### src/rtl/adc_frame_builder.sv
// Wraps the ADC buffer byte stream into framed AXI-Stream packets: 6-byte header, payload, tlast.
// Define FRAME_CSUM_EN to append a 16-bit modulo-2^16 payload checksum trailer (csum[15:8], csum[7:0]).
module adc_frame_builder #(
   parameter logic [15:0] MAGIC         = 16'hADC0,
   parameter int unsigned PAYLOAD_BYTES = 1536
) (
   input  logic        clk,
   input  logic        rst,
   input  logic        hdr_req,
   input  logic [7:0]  s_axis_tdata,
   input  logic        s_axis_tvalid,
   input  logic        s_axis_tlast,
   output logic        s_axis_tready,
   output logic [7:0]  m_axis_tdata,
   output logic        m_axis_tvalid,
   output logic        m_axis_tlast,
   input  logic        m_axis_tready,
   output logic        tx_done,
   output logic [15:0] frame_seq,
   output logic        len_err
);

   localparam logic [15:0] PAY_LEN  = 16'(PAYLOAD_BYTES);
   localparam logic [15:0] PAY_LAST = 16'(PAYLOAD_BYTES - 1);

`ifdef FRAME_CSUM_EN
   typedef enum logic [2:0] {
      S_IDLE,
      S_HDR,
      S_PAY,
      S_CSUM,
      S_DONE
   } state_t;
`else
   typedef enum logic [2:0] {
      S_IDLE,
      S_HDR,
      S_PAY,
      S_DONE
   } state_t;
`endif

   state_t      state_q, state_d;
   logic [2:0]  hdr_idx_q, hdr_idx_d;
   logic [15:0] pay_cnt_q, pay_cnt_d;
   logic [15:0] frame_seq_q, frame_seq_d;
   logic        len_err_q, len_err_d;
`ifdef FRAME_CSUM_EN
   logic [15:0] csum_q, csum_d;
   logic        csum_idx_q, csum_idx_d;
`endif

   logic        pay_at_last;
   logic        pay_end;
   logic        m_beat;

   assign frame_seq = frame_seq_q;
   assign len_err   = len_err_q;

   always_comb begin
      state_d       = state_q;
      hdr_idx_d     = hdr_idx_q;
      pay_cnt_d     = pay_cnt_q;
      frame_seq_d   = frame_seq_q;
      len_err_d     = 1'b0;
`ifdef FRAME_CSUM_EN
      csum_d        = csum_q;
      csum_idx_d    = csum_idx_q;
`endif
      s_axis_tready = 1'b0;
      m_axis_tdata  = '0;
      m_axis_tvalid = 1'b0;
      m_axis_tlast  = 1'b0;
      tx_done       = 1'b0;
      pay_at_last   = (pay_cnt_q == PAY_LAST);
      pay_end       = pay_at_last | s_axis_tlast;
      m_beat        = 1'b0;

      case (state_q)
         S_IDLE: begin
            if (hdr_req) begin
               state_d   = S_HDR;
               hdr_idx_d = '0;
            end
         end

         S_HDR: begin
            m_axis_tvalid = 1'b1;
            case (hdr_idx_q)
               3'd0:    m_axis_tdata = MAGIC[15:8];
               3'd1:    m_axis_tdata = MAGIC[7:0];
               3'd2:    m_axis_tdata = frame_seq_q[15:8];
               3'd3:    m_axis_tdata = frame_seq_q[7:0];
               3'd4:    m_axis_tdata = PAY_LEN[15:8];
               3'd5:    m_axis_tdata = PAY_LEN[7:0];
               default: m_axis_tdata = '0;
            endcase
            pay_cnt_d = '0;
`ifdef FRAME_CSUM_EN
            csum_d     = '0;
            csum_idx_d = 1'b0;
`endif
            if (m_axis_tready) begin
               if (hdr_idx_q == 3'd5) begin
                  state_d = S_PAY;
               end else begin
                  hdr_idx_d = hdr_idx_q + 3'd1;
               end
            end
         end

         S_PAY: begin
            // Straight pass-through: the buffer sees the TX path's backpressure directly.
            m_axis_tdata  = s_axis_tdata;
            m_axis_tvalid = s_axis_tvalid;
            s_axis_tready = m_axis_tready;
            m_beat        = s_axis_tvalid & m_axis_tready;
`ifdef FRAME_CSUM_EN
            m_axis_tlast  = 1'b0;
`else
            m_axis_tlast  = s_axis_tvalid & pay_end;
`endif
            if (m_beat) begin
               pay_cnt_d = pay_cnt_q + 16'd1;
`ifdef FRAME_CSUM_EN
               csum_d    = csum_q + {8'd0, s_axis_tdata};
`endif
               if (pay_end) begin
                  len_err_d = (pay_at_last != s_axis_tlast);
`ifdef FRAME_CSUM_EN
                  state_d   = S_CSUM;
`else
                  state_d   = S_DONE;
`endif
               end
            end
         end

`ifdef FRAME_CSUM_EN
         S_CSUM: begin
            m_axis_tvalid = 1'b1;
            m_axis_tdata  = csum_idx_q ? csum_q[7:0] : csum_q[15:8];
            m_axis_tlast  = csum_idx_q;
            if (m_axis_tready) begin
               if (csum_idx_q) begin
                  state_d = S_DONE;
               end else begin
                  csum_idx_d = 1'b1;
               end
            end
         end
`endif

         S_DONE: begin
            tx_done     = 1'b1;
            frame_seq_d = frame_seq_q + 16'd1;
            state_d     = S_IDLE;
         end

         default: begin
            state_d = S_IDLE;
         end
      endcase
   end

   always_ff @(posedge clk) begin
      if (rst) begin
         state_q     <= S_IDLE;
         hdr_idx_q   <= '0;
         pay_cnt_q   <= '0;
         frame_seq_q <= '0;
         len_err_q   <= 1'b0;
`ifdef FRAME_CSUM_EN
         csum_q      <= '0;
         csum_idx_q  <= 1'b0;
`endif
      end else begin
         state_q     <= state_d;
         hdr_idx_q   <= hdr_idx_d;
         pay_cnt_q   <= pay_cnt_d;
         frame_seq_q <= frame_seq_d;
         len_err_q   <= len_err_d;
`ifdef FRAME_CSUM_EN
         csum_q      <= csum_d;
         csum_idx_q  <= csum_idx_d;
`endif
      end
   end

endmodule

### config.mk
export PLATFORM = sky130hd
export DESIGN_NAME = adc_frame_builder
export DESIGN_NICKNAME = d
export VERILOG_FILES = /design/src/rtl/adc_frame_builder.sv
export SDC_FILE = /design/constraint.sdc
export NUM_CORES = 1
export LEC_CHECK = 0
export CORE_MARGIN = 2
export CORE_UTILIZATION = 35
export CTS_BUF_LIST = sky130_fd_sc_hd__clkbuf_16
export CTS_CLUSTER_DIAMETER = 30
export DETAILED_ROUTE_END_ITERATION = 16
export GPL_ROUTABILITY_DRIVEN = 1
export SLEW_MARGIN = 20
export SYNTH_ARGS = -nofsm -noshare
export SYNTH_HDL_FRONTEND = slang
export SYNTH_SLANG_ARGS = --single-unit
### constraint.sdc
create_clock -name clk -period 1.98 [get_ports clk]
set_input_delay 0.297 -clock clk [delete_from_list [all_inputs] [get_ports clk]]
set_output_delay 0.297 -clock clk [all_outputs]
set_load 0.02 [all_outputs]
==> reports/results.tsv <==
metric	value	unit
synth_top_area_cell	dfxtp_1	
diodes	0	
status	finished, violations left	
min_period	2.24	ns
synthDistinctLibCells	50	
syn_nets	304	
synth_seq_cells	38	
comb_power_share	0.428	
tritoncts	yes	
grt.total_usage	0.187	
period_share	1.13	
p_int	1.83	mW
dr.pass1.iters	6	
drt-total-wl	6570	um
cts_max_path_buffers	2	
cp_max_fo	8	
place_area	3150	um2
netlist_area	2260	um2
grt_overflow_total	0	
numCtsBuffers	5	
vias	2314	
critPathLaunchType	register	
power_density	810	nW/um2
synthCells	277	
cts.sinks	38	
place_congestion	0.839	
io_buffers	42	
vdd_drop_max	0.656	mV
leakagePower	1.29	nW
clk_latency	0.28	ns
drive_gt1_frac	0.321	
cap_violations	0	
fin_worst_skew	0.00854	ns
pwr-share-clk	0.276	
ys_warn_count	0	
synthToLayoutAreaGrowth	52.0	%
crit_type	register to primary output	
rsz0062_at_grt	yes	
synth_area_per_cell	8.16	um2
drc_errors	0	
dieWidth	84.4	um
seq_power_share	0.296	
synth_top_area_share	0.337	
drv_slew	0	
final_area	3430	um2
hp-class	register to register	
htreeDepth	2	
antenna_found_initial	0	
finalSetupTns	-1.94	ns
clkTransAtPathRegs	0.06	ns
worst_slack	-0.262	ns
cp-end-kind	primary output	
core.rowCount	29	
grt_max_degree	20	
relSlewSlack	0.774	
required	1.68	ns
violations	negative setup slack	
core_area	6310	um2
worst_pin_slew	0.335	ns
critPathArrivalTime	1.94	ns
die_y	84.4	um
pin_count	43	
routedWlPerCell	14.7	um
p_total	2.78	mW
ys.flop_type	dfxtp_1	
synthArstFlopShare	0	
grt_pass1_vias	2319	
ys_seq_area_frac	0.337	
finalHoldViolCount	0	
drtIter0Drc	85	
start_util	0.358	
max_freq	446	MHz
ant_nets	0	
synth_edf_count	0	
viasPerCell	5.17	
hpwlAfterDp	4870	um
dieArea	7110	um2
cts-root-buf	clkbuf_16	
grt_pass1_wl	10900	um
p_sw_frac	0.341	
synthTopCellsByArea	dfxtp_1, ha_1, nor2_1	
setup_viol_count_final	8	
nets	397	
p_switching	948	uW
-- power by group through the flow --
stage	Combinational [mW]	Sequential (mW)	Clock, mW
after floorplan	0.601	0.839	0
after detailed placement	1.07	0.830	0
final	1.19	0.822	0.769
after global placement	1.05	0.829	0
after global routing	1.30	0.827	0.826
after CTS	1.14	0.816	0.786
-- layout make-up --
cell class	count	area (um2)
Fill cell	593	2880
Multi-Input combinational cell	215	1570
Timing Repair Buffer	101	823
Sequential cell	38	774
Clock buffer	5	125
Tap cell	77	96.3
Inverter	9	33.8
Clock inverter	3	12.5
-- cell families after synthesis --
kind of cell,synth area share
simple gates,0.284
compound gates,0.186
flops,0.337
buf+inv,0.0448
xor+xnor,0.0581
fa+ha+maj,0.0720
mux,0.0183
-- metrics by stage --
step	worst slack [ns]	std cells	util	hold slack, ns
3_5_place_dp	-0.523	439	0.499	0.490
3_3_place_gp	-0.451	439	0.499	0.483
2_1_floorplan	0.0422	277	-	0.459
6_report	-0.262	448	0.544	0.463
4_1_cts	-0.272	447	0.530	0.510
5_1_grt	-0.331	448	0.544	0.479
-- registers in the layout (all words and copies together) (netlist names) --
name	cells
frame_seq	16
hdr_idx_q	3
len_err	1
pay_cnt_q	16
state_q	2
-- layout by cell type (no fill, tap or decap), drive strengths merged, types with 3 or more instances in the layout --
cell type      netlist  layout
nor2                28      28
clkdlybuf4s50        0      30
nand2b               3       3
nand3               14      14
or4                  6       6
dfxtp               38      38
o31ai                3       3
buf                  7      68
a22oi                9       9
a21oi               20      20
clkbuf               8       6
o21ai               15      15
ha                  13      13
nand4                8       8
or3                  7       7
nor2b               13      13
mux2i                3       3
xnor2                8       8
a211oi               3       3
xor2                 7       7
nor4                 4       4
nand2               21      21
inv                  9      10
nor3                 3       3
-- metal layers --
metal	vias to the layer above	part of all wire	GRT usage
li1	1192	-	-
met1	1071	0.48	0.241
met2	45	0.48	0.315
met3	6	0.030	0.0354
met4	0	0.0088	0.0649
met5	-	0	0
-- timing repair --
action                                 CTS  global route
setup buffers                            0             1
hold buffers                             0             0
gates resized for setup                 71            21
pin swaps                                4             6
endpoints found under the hold margin    0             0
setup endpoints to repair               13            15
-- worst max-delay path, stage by stage, from the launching register on --
cell and delay (ns):
dfxtp_4 0.36, ha_2 0.19, or4_4 0.53, o211a_4 0.21, a22oi_2 0.14, nor2b_2 0.07, buf_4 0.15
-- Yosys cell counts, types with 2 or more instances --
cell      count
xor2_1        7
nor2_1       28
nand4_1       6
xnor2_1       8
a21oi_1      20
o31ai_1       3
nor4_1        4
clkbuf_1      7
or3_1         6
nor2b_1      13
buf_2         5
o311ai_0      2
nand2b_1      3
or4_1         5
and3_1        2
nand3b_1      2
nand3_1      13
nand2_1      21
nor4b_1       2
inv_1         9
dfxtp_1      38
ha_1         13
a22oi_1       9
and2_1        2
mux2i_1       3
nand4_2       2
o41ai_1       2
o21ai_0      15
a211oi_1      3
o211ai_1      2
nor3_1        3
-- worst paths after layout --
path / start / to / slack, ns / cells after the start
min reg2reg: pay_cnt_q[10] / pay_cnt_q[10] / 0.46 / 1
max: hdr_idx_q[0] / m_axis_tdata[2] / -0.26 / 6
max reg2reg: pay_cnt_q[0] / state_q[1] / 0.05 / 9
min: pay_cnt_q[10] / pay_cnt_q[10] / 0.46 / 1
No activity file was read; power rests on OpenSTA's default activity.
